$ cat config.mk
export PLATFORM = sky130hd
export DESIGN_NAME = fmul_arbiter
export DESIGN_NICKNAME = d
export VERILOG_FILES = /design/src/rtl/fmul_arbiter.sv
export SDC_FILE = /design/constraint.sdc
export NUM_CORES = 1
export LEC_CHECK = 0
export CORE_AREA = 2 2 159 161
export CTS_BUF_LIST = sky130_fd_sc_hd__clkbuf_16
export DETAILED_ROUTE_END_ITERATION = 10
export DIE_AREA = 0 0 161 163
export DONT_BUFFER_PORTS = 1
export GPL_TIMING_DRIVEN = 1
export HOLD_SLACK_MARGIN = 0.02
export MAX_ROUTING_LAYER = met4
export PLACE_DENSITY = 0.42
export SLEW_MARGIN = 15
export SYNTH_ARGS = -nofsm -noshare
export SYNTH_HDL_FRONTEND = slang
export SYNTH_SLANG_ARGS = --single-unit
$ cat constraint.sdc
create_clock -name clk -period 3.7 [get_ports clk]
set_clock_uncertainty 0.15 [all_clocks]
set_input_delay 0.555 -clock clk [delete_from_list [all_inputs] [get_ports clk]]
set_output_delay 0.555 -clock clk [all_outputs]
set_load 0.01 [all_outputs]
$ cat src/rtl/fmul_arbiter.sv
// ---------------------------------------------------------------------------
// fmul_arbiter
//   Shares one single-precision floating multiplier between N requesters.
//   Round-robin grant (at most one issue per clock), registered operands to
//   the multiplier, and the result returned tagged with the requester id.
//
// Ports
//   clk        clock, all state on posedge
//   reset_n    asynchronous active-low reset
//   req_valid  [N]      requester i has an operand pair
//   req_a/b    [32*N]   operand pairs, requester i in bits [32i+31:32i]
//   req_ready  [N]      one-hot grant (handshake = req_valid & req_ready)
//   hold                block new grants; in-flight ops still complete
//   mul_a/b    [32]     registered operands to the multiplier
//   mul_out    [32]     multiplier result
//   rsp_valid           one-cycle result pulse
//   rsp_id     [IDW]    owner of the result
//   rsp_data   [32]     product, copied unmodified from mul_out
//   busy                an op is in flight or rsp_valid is high
//   op_count   [16]     accepted ops, wrapping
// ---------------------------------------------------------------------------
module fmul_arbiter #(
    parameter int N       = 4,
    parameter int IDW     = $clog2(N),
    parameter int MUL_LAT = 1
) (
    input  logic              clk,
    input  logic              reset_n,
    input  logic [N-1:0]      req_valid,
    input  logic [32*N-1:0]   req_a,
    input  logic [32*N-1:0]   req_b,
    output logic [N-1:0]      req_ready,
    input  logic              hold,
    output logic [31:0]       mul_a,
    output logic [31:0]       mul_b,
    input  logic [31:0]       mul_out,
    output logic              rsp_valid,
    output logic [IDW-1:0]    rsp_id,
    output logic [31:0]       rsp_data,
    output logic              busy,
    output logic [15:0]       op_count
);

    logic [IDW-1:0]             r_ptr;
    logic [31:0]                r_mul_a;
    logic [31:0]                r_mul_b;
    logic [15:0]                r_op_count;
    // Stage 0 loads together with r_mul_a/b; stage MUL_LAT is aligned with
    // the cycle in which mul_out carries that op's product.
    logic [MUL_LAT:0]           r_pipe_vld;
    logic [MUL_LAT:0][IDW-1:0]  r_pipe_id;
    logic                       r_rsp_valid;
    logic [IDW-1:0]             r_rsp_id;
    logic [31:0]                r_rsp_data;

    logic                       w_found;
    logic [IDW-1:0]             w_gid;
    logic [N-1:0]               w_grant;
    logic                       w_hs;
    logic [IDW-1:0]             w_ptr_nxt;

    // Rotating priority scan: ptr, ptr+1, ..., wrapping at N.
    always_comb begin
        w_found = 1'b0;
        w_gid   = '0;
        for (int k = 0; k < N; k++) begin
            if (!w_found && req_valid[(int'(r_ptr) + k) % N]) begin
                w_found = 1'b1;
                w_gid   = IDW'((int'(r_ptr) + k) % N);
            end
        end
    end

    // Grant is suppressed while held or while reset is asserted.
    always_comb begin
        w_grant = '0;
        if (w_found && !hold && reset_n)
            w_grant[w_gid] = 1'b1;
    end

    assign w_hs      = |w_grant;
    assign w_ptr_nxt = (w_gid == IDW'(N - 1)) ? '0 : w_gid + 1'b1;

    always_ff @(posedge clk or negedge reset_n) begin
        if (!reset_n) begin
            r_ptr      <= '0;
            r_mul_a    <= '0;
            r_mul_b    <= '0;
            r_op_count <= '0;
        end else if (w_hs) begin
            r_ptr      <= w_ptr_nxt;
            r_mul_a    <= req_a[32*int'(w_gid) +: 32];
            r_mul_b    <= req_b[32*int'(w_gid) +: 32];
            r_op_count <= r_op_count + 16'd1;
        end
    end

    always_ff @(posedge clk or negedge reset_n) begin
        if (!reset_n) begin
            r_pipe_vld <= '0;
            r_pipe_id  <= '0;
        end else begin
            r_pipe_vld <= {r_pipe_vld[MUL_LAT-1:0], w_hs};
            r_pipe_id[0] <= w_gid;
            for (int s = 1; s <= MUL_LAT; s++)
                r_pipe_id[s] <= r_pipe_id[s-1];
        end
    end

    always_ff @(posedge clk or negedge reset_n) begin
        if (!reset_n) begin
            r_rsp_valid <= 1'b0;
            r_rsp_id    <= '0;
            r_rsp_data  <= '0;
        end else if (r_pipe_vld[MUL_LAT]) begin
            r_rsp_valid <= 1'b1;
            r_rsp_id    <= r_pipe_id[MUL_LAT];
            r_rsp_data  <= mul_out;
        end else begin
            r_rsp_valid <= 1'b0;
        end
    end

    assign req_ready = w_grant;
    assign mul_a     = r_mul_a;
    assign mul_b     = r_mul_b;
    assign rsp_valid = r_rsp_valid;
    assign rsp_id    = r_rsp_id;
    assign rsp_data  = r_rsp_data;
    assign op_count  = r_op_count;
    assign busy      = (|r_pipe_vld) | r_rsp_valid;

endmodule

; Word-level counts from Yosys, hierarchy flattened
; Cells that the tools add are included.
[classes]
n_addsub = 5
n_lt_le_gt_ge = 6
eq_ne = 1
n_shift = 2
mux = 24
n_bitwise = 4
n_reduce_logical = 15
[op_table]
columns = cell, n
row1 = $shiftx 128x8->32, 2
row2 = $add 16x1->16 const B, 1
row3 = $mux 1, 13
row4 = $lt 3x4->1 const B, 3
row5 = $mux 2, 5
row6 = $bmux 1 s2, 4
row7 = $reduce_or 2->1, 4
row8 = $logic_and 1x1->1, 6
row9 = $lt 2x3->1 const B, 2
row10 = $add 2x1->2 const B, 2
row11 = $add 2x2->2 const B, 2
row12 = $logic_not 1->1, 4
row13 = $mux 4, 1
row14 = $reduce_or 4->1, 1
row15 = $and 1x1->1 const A, 3
row16 = $demux 1 s2, 1
row17 = $eq 2x2->1 const B, 1
row18 = $ge 2x1->1 const B, 1
row19 = $or 1x1->1, 1
[totals]
ff_bits = 123
input_bits = 295
output_inout_bits = 120
wordCells = 67

; Logic depth before layout (Yosys ltp)
; Gate-level depths: netlist of run 1.
[depth]
ltp_word = 20
depth_mapped = 13
depth_no_buf = 10

; Worst setup path before layout of run 1
; Ideal clock, no wire load.
[synth_timing]
path_kind = input to register
start = input req_valid[1]
end = register r_mul_a[0] (netlist: mul_a[0])
setup_ns = 0.132
arrival_time_ns = 2.300
t_required_ns = 3.418
path_slack_ns = 1.118
stages = 13
n_path_buf = 3
path_cell_list = nand2b_1 > a21oi_1 > a211o_1 > inv_1 > ha_1 > nor2_1 > a31o_1 > buf_6 > clkinv_4 > nand2_2 > buf_6 > buf_6 > o221ai_2
[synth_via]
elab_chain_len = 18
elab_cells_between_ends = 35
classes_between = 2 x order compare / 1 x shift / 22 x mux / 10 x reduce/logical
[synth_rtl]
columns = item, line
row1 = start: declaration, 29  ; input logic [N-1:0] req_valid,
row2 = $bmux 1 s2, 67  ; if (!w_found && req_valid[(int'(r_ptr) + k) % N]) begin
row3 = $mux 1 (implied by the code), 67
row4 = $mux 1, 67
row5 = $logic_not 1->1, 67
row6 = $logic_and 1x1->1, 67
row7 = $mux 1, 67
row8 = $logic_not 1->1, 67
row9 = $logic_and 1x1->1, 67
row10 = [3 not listed], --
row11 = $mux 2, 67
row12 = $lt 2x3->1 (implied by the code) / $ge 2x1->1 (equally long branches), 78  ; w_grant[w_gid] = 1'b1;
row13 = $logic_and 1x1->1 (implied by the code), 78
row14 = $mux 1 (implied by the code), 78
row15 = $demux 1 s2, 78
row16 = $mux 4 (*), 77  ; if (w_found && !hold && reset_n)
row17 = $reduce_or 4->1 (*), 81  ; assign w_hs = |w_grant;
row18 = net w_hs, 59  ; logic w_hs;
row19 = end signal: assignment, 92  ; r_mul_a <= req_a[32*int'(w_gid) +: 32];
row20 = end: declaration, 45  ; logic [31:0] r_mul_a;
; The timed path passes the listed nets; every way through them passes the cells marked *. The select of a mux whose other input is x is not followed.
; A chain may end at the register's enable or synchronous reset.

; Worst setup path after layout of run 1
[layout_timing]
start = register r_ptr[1]
end = register r_mul_a[7] (netlist: mul_a[7])
[layout_via]
elab_chain_len = 18
elab_cells_between_ends = 38
classes_between = 3 x add/sub / 2 x order compare / 1 x shift / 22 x mux / 10 x reduce/logical
[layout_rtl]
columns = item, line
row1 = start: declaration, 44  ; logic [IDW-1:0] r_ptr;
row2 = start signal: assignment, 91  ; r_ptr <= w_ptr_nxt;
row3 = $add 2x1->2 / $bmux 1 s2 (equally long branches), "67, 69"
row4 = $bmux 1 s2 / $mux 1 (equally long branches), 67
row5 = $mux 1 (implied by the code), 67
row6 = $mux 1 (implied by the code) / $logic_not 1->1 (equally long branches), 67
row7 = $logic_and 1x1->1, 67
row8 = $mux 1, 67
row9 = $logic_not 1->1, 67
row10 = $logic_and 1x1->1, 67
row11 = [3 not listed], --
row12 = $mux 2, 67
row13 = $lt 2x3->1 (implied by the code) / $ge 2x1->1 (equally long branches), 78
row14 = $logic_and 1x1->1 (implied by the code), 78
row15 = $mux 1 (implied by the code), 78
row16 = $demux 1 s2, 78
row17 = $mux 4 (*), 77
row18 = $reduce_or 4->1 (*), 81
row19 = net w_hs, 59
; Marked as above.

==> flow_summary_export.csv, run 1 <==
group,metric,value,unit
logic_synthesis,synth_compound_area_frac,0.111,
logic_synthesis,ys_types,37,
clocking,cts_setup_buffers,0,
place,portBuffers,0,
timing,report.final.slew_viol_count,0,
timing,setup_slack,0.669,ns
place,gp_congestion,0.805,
worst_setup_path,worstPathMaxFanout,38,
logic_synthesis,synthAdderAreaFrac,0.00585,
logic_synthesis,muxShareOfSynthArea,0.259,
logic_synthesis,synth-async-reset-ratio,1.00,
clocking,cts_resized,0,
clocking,cts_buffer_depth,2,
floorplan,die_area,0.0262,sq mm
clocking,cts_inserted_buffers,17,
logic_synthesis,synth-xor-area-share,0.0205,
clocking,root_buffer,"clkbuf_16",
pwr,finalPower,6070,uW
layout,syn_to_final_growth,14.1,%
grt,overflow,0,
pwr,swShare,0.383,
route,drtIter0Drc,197,
logic_synthesis,synth_warnings,0,
pwr,switchingPower,2330,uW
worst_setup_path,cp-end-kind,"register",
worst_setup_path,critical_path_class,"reg2reg",
timing,slew-limit-headroom,0.581,
layout,final_common_cell,"mux2i_1",
grt,gr-usage-all-layers,0.140,
clocking,cts_tree,"done",
layout,fillCellCount,2497,
clocking,holdBufCountCts,2,
layout,multi_input_area,0.00306,sq mm
pwr,p_int,3740,uW
timing,final-setup-viol-count,0,
clocking,insertion_delay,0.41,ns
hold_path,worstHoldStart,"mul_out[10]",
timing,setup_tns,0,ns
logic_synthesis,ys_seq_area_frac,0.479,
timing,period_minus_slack,3.03,ns
worst_setup_path,reg2reg_slack,0.67,ns
route,totalWireLength,18.8,mm
floorplan,initial_core_util,0.260,
hold_path,hp-class,"in2reg",
floorplan,pin_count,415,
floorplan,die_w,161,um
floorplan,fp-row-count,58,
logic_synthesis,ys_ff_latch,123,
layout,finalNetCount,824,
layout,fin_cells,871,
timing,hold_viol,0,
pwr,combPwrFrac,0.282,
outcome,outcome,"finished, final reports clean",
floorplan,core,0.0247,sq mm
worst_setup_path,cp-startpoint,"r_ptr[1]$_DFFE_PN0P_",
route,wl_per_cell,21.6,um
grt,grt_antenna_before_repair,2,
layout,utilization,0.297,
layout,drive_gt1_frac,0.176,
worst_setup_path,rr_worst_depth,10,
worst_setup_path,cp.required,3.82,ns
logic_synthesis,yosys.area_share.simple,0.0782,
timing,fmax,330,MHz
logic_synthesis,synthTopCellsByArea,"dfrtp_1 (48%), mux2i_1 (20%), o221ai_1 (7.2%)",
route,drcViolationCount,0,
place,pre_cts_ws,0.476,ns
logic_synthesis,yosys_most_used_dff,"dfrtp_1",
timing,period_share,0.819,
place,hpwl,14.2,mm
worst_setup_path,timing.rr.start,"r_ptr[1]$_DFFE_PN0P_",
worst_setup_path,crit_end,"mul_a[7]$_DFFE_PN0P_",
logic_synthesis,synth_nets,835,
logic_synthesis,yosysTopAreaCellShare,0.479,
logic_synthesis,synth_top_family_by_area,"multiplexers",
logic_synthesis,avgSynthCellArea,12.0,sq um
grt,grt_max_degree,124,
place,dp_cells,835,
clocking,path_clk_slew,0.06,ns
logic_synthesis,syn_area,0.00642,sq mm
route,ant_nets,0,
pwr,power.leakage,0.00323,uW
grt,grt_pass1_vias,4558,
logic_synthesis,synth_edf_count,0,
flow_run,drv_cap,0,
worst_setup_path,r2r_end,"mul_a[7]$_DFFE_PN0P_",
logic_synthesis,yosysTopAreaCell,"dfrtp_1",
clocking,htree_levels,4,
timing,rsz0062_at_grt,"false",
logic_synthesis,synthCells,537,
route,avgViaCountPerCell,4.99,
route,num_vias,4343,
route,dr.pass1.iters,4,
layout,mostFrequentLayoutCells,"mux2i_1 (128), dfrtp_1 (123), nand2_1 (78)",
pwr,pwr-share-seq,0.436,
grt,grt_first_pass_wirelength,27.0,mm
timing,tightestPinTransition,0.629,ns
pwr,clockPowerShare,0.282,
worst_setup_path,critPathArrivalTime,3.15,ns
floorplan,die_height,163,um
clocking,clock-sinks,123,
pwr,powerDensity,829,mW/mm^2
pwr,peakVddDrop,0.000285,V
worst_setup_path,crit_path_start_kind,"register",
layout,seqCellArea,0.00308,sq mm
==> sequential cells by signal, summed over array words and instances (netlist names) <==
| signal | cells |
|---|---|
| r_pipe_vld | 2 |
| r_ptr | 2 |
| mul_b | 32 |
| rsp_id | 2 |
| rsp_data | 32 |
| rsp_valid | 1 |
| mul_a | 32 |
| r_pipe_id | 4 |
| op_count | 16 |
==> routing by layer <==
layer / global-route usage / part of all wire
met5: - / 0
met1: 0.154 / 0.39
met2: 0.245 / 0.52
met3: 0.0349 / 0.072
met4: 0.0548 / 0.018
==> Yosys cell counts (all sizes together) (3+ instances only) <==
| cell | instances |
|---|---|
| nand4 | 4 |
| o221ai | 65 |
| xor2 | 9 |
| mux2 | 34 |
| nand2 | 80 |
| xnor2 | 6 |
| inv | 7 |
| clkbuf | 6 |
| nor3 | 5 |
| mux2i | 128 |
| dfrtp | 123 |
| and2 | 5 |
| nand3 | 3 |
| buf | 34 |
| nor2 | 4 |
| ha | 3 |
| nor4 | 5 |
==> stage by stage <==
| stage | cell area, sq um | hold WS, ns |
|---|---|---|
| after detailed placement | 6680 | 0.114 |
| after CTS | 7320 | 0.118 |
| after global routing | 7330 | 0.119 |
| after floorplan | 6420 | 0.109 |
| final | 7330 | 0.145 |
| after global placement | 6680 | 0.114 |
==> how the worst min path moves through the flow <==
stage	end	slack (ns)	depth (start not counted)
global placement	rsp_data[14]$_DFFE_PN0P_	0.11	0
CTS	rsp_data[11]$_DFFE_PN0P_	0.12	1
detailed placement	rsp_data[14]$_DFFE_PN0P_	0.11	0
floorplan	mul_a[0]$_DFFE_PN0P_	0.11	0
global route	rsp_data[2]$_DFFE_PN0P_	0.12	1
finish	rsp_data[10]$_DFFE_PN0P_	0.15	1
==> cell type report <==
class	instances	share of cell area
flip-flops and latches	123	0.420
clock inverters	15	0.0241
multi-input cells	366	0.417
diodes	2	0.000683
inverters	8	0.00478
repair buffers	10	0.0184
well taps	330	0.0564
clock buffers	17	0.0581
==> critical path, stage by stage, from the launching register on <==
cell      delay [ns]
dfrtp_1         0.41
and2_1          0.15
o221ai_1        0.21
and2_1          0.25
ha_1            0.18
nor2_1          0.31
a31o_4          0.32
clkinv_4        0.12
nand2_4         0.31
buf_12          0.27
o221ai_1        0.16
==> power by group through the flow <==
stage / clock (uW) / combinational (uW) / sequential [uW]
4_1_cts: 1780 / 1750 / 2670
3_5_place_dp: 0 / 1720 / 2680
3_3_place_gp: 0 / 1650 / 2700
6_report: 1710 / 1710 / 2650
2_1_floorplan: 0 / 1460 / 2470
5_1_grt: 1840 / 1900 / 2720
==> kinds of logic after synthesis <==
logic type,Yosys count
xor gates and xnor gates,15
buffers and inverters,48
AOI/OAI and AO/OA,74
DFF,123
muxes,162
adders and majority gates,3
and+or+nand+nor,112
No activity file was read; power rests on OpenSTA's default activity.
==> run 2, diff against run 1 <==
Clock period 3.7 ns to 2.9 ns, I/O delays scaled along.
==> flow_summary_export.csv, run 2 (synthesis gave the netlist of run 1 again) <==
group,metric,value,unit
outcome,outcome,"finished with violations",
outcome,violations,"hold timing",
layout,fillCellCount,2506,
grt,grt_first_pass_wirelength,28.5,mm
clocking,root_buffer,"clkbuf_16",
layout,syn_to_final_growth,19.4,%
worst_setup_path,crit_chain,"nand2b_1 -> a21oi_1 -> a211o_1 -> inv_1 -> ha_1 -> nor2_1 -> a31o_4 -> clkinv_4 -> nand2_4 -> buf_12 -> o221ai_1",
worst_setup_path,timing.rr.start,"r_ptr[0]$_DFFE_PN0P_",
timing,final-setup-viol-count,0,
clocking,htree_levels,4,
floorplan,fp-row-count,58,
pwr,powerDensity,1010,mW/mm^2
timing,slew-limit-headroom,0.694,
worst_setup_path,crit_path_start_kind,"register",
layout,mostFrequentLayoutCells,"mux2i_1 (128), dfrtp_1 (123), nand2_1 (78)",
layout,finalNetCount,858,
grt,grt_pass1_vias,4846,
route,drcViolationCount,0,
route,avgViaCountPerCell,4.99,
floorplan,initial_core_util,0.260,
worst_setup_path,worst_path_max_delay_cell,"dfrtp_1",
floorplan,die_area,0.0262,sq mm
grt,grt_max_degree,126,
worst_setup_path,cp-end-kind,"register",
pwr,combPwrFrac,0.291,
layout,drive_gt1_frac,0.171,
timing,fmax,378,MHz
clocking,clock-sinks,123,
worst_setup_path,worstPathMaxFanout,29,
worst_setup_path,cp.required,3.02,ns
clocking,cts_resized,0,
route,wl_per_cell,21.6,um
pwr,p_int,4760,uW
grt,overflow,0,
clocking,path_clk_slew,0.06,ns
floorplan,die_w,161,um
clocking,insertion_delay,0.41,ns
worst_setup_path,critPathArrivalTime,2.76,ns
pwr,power.leakage,0.00338,uW
grt,gr-usage-all-layers,0.149,
place,hpwl,14.3,mm
worst_setup_path,slowest_delay,0.42,ns
timing,tightestPinTransition,0.460,ns
route,ant_nets,0,
timing,rsz0062_at_grt,"false",
worst_setup_path,path_delay_family,"compound AO/OA/AOI/OAI gates",
worst_setup_path,critical_path_class,"reg2reg",
hold_path,hp-class,"in2async",
clocking,cts_setup_buffers,0,
route,num_vias,4510,
clocking,holdBufCountCts,32,
clocking,cts_tree,"done",
timing,period_minus_slack,2.64,ns
floorplan,core,0.0247,sq mm
place,portBuffers,0,
timing,hold_ws,-0.433,ns
pwr,clockPowerShare,0.272,
pwr,swShare,0.384,
place,dp_cells,839,
flow_run,drv_cap,0,
layout,seqCellArea,0.00308,sq mm
grt,grt_antenna_before_repair,1,
layout,final_common_cell,"mux2i_1",
clocking,cts_buffer_depth,2,
timing,setup_slack,0.257,ns
route,totalWireLength,19.5,mm
timing,period_share,0.911,
layout,utilization,0.311,
layout,final_area,0.00767,sq mm
route,drtIter0Drc,232,
layout,fin_cells,904,
pwr,peakVddDrop,0.000353,V
timing,hold_viol,123,
place,pre_cts_ws,0.242,ns
worst_setup_path,cp-startpoint,"r_ptr[0]$_DFFE_PN0P_",
place,gp_congestion,0.794,
worst_setup_path,cp_num_buf_inv,3,
floorplan,die_height,163,um
place,dpl_cell_area,0.00676,sq mm
route,dr.pass1.iters,4,
floorplan,pin_count,415,
timing,report.final.slew_viol_count,0,
timing,setup_tns,0,ns
clocking,cts_inserted_buffers,17,
pwr,switchingPower,2970,uW
pwr,pwr-share-seq,0.438,
layout,multi_input_area,0.00306,sq mm
[run 2: final cells by class]
class	instances	share of cell area
repair buffers	44	0.0650
well taps	330	0.0539
multi-input cells	366	0.399
inverters	8	0.00457
flip-flops and latches	123	0.402
diodes	1	0.000326
clock inverters	15	0.0204
clock buffers	17	0.0555
[run 2: worst paths after layout]
| kind | end | slack [ns] | depth (start not counted) |
|---|---|---|---|
| setup / recovery | mul_b[29]$_DFFE_PN0P_ | 0.26 | 11 |
| hold / removal | rsp_data[14]$_DFFE_PN0P_ | -0.43 | 0 |
| setup reg to reg | mul_b[29]$_DFFE_PN0P_ | 0.26 | 11 |
| hold reg to reg | r_pipe_id[3]$_DFF_PN0_ | 0.20 | 0 |
| max in group asynchronous | mul_b[30]$_DFFE_PN0P_ | 2.86 | 0 |
| min in group clk | mul_b[25]$_DFFE_PN0P_ | 0.10 | 2 |
[run 2: stage by stage]
step                      power (uW)  hold WS [ns]
after floorplan                 5010       -0.0106
after global placement          5620      -0.00585
after detailed placement        5690      -0.00625
after CTS                       7880        -0.463
after global routing            8260        -0.474
final                           7730        -0.433
[run 2: power by group through the flow]
stage	Sequential, uW	Combinational, uW	Clock (uW)
final	3380	2250	2100
after CTS	3410	2280	2190
after global routing	3470	2490	2290
after global placement	3460	2160	0
after floorplan	3150	1870	0
after detailed placement	3430	2250	0
[run 2: routing by layer]
metal / routed length, um / GRT usage
met5: 0 / -
met4: 244 / 0.0467
met3: 1630 / 0.0469
met2: 10400 / 0.265
met1: 7210 / 0.158
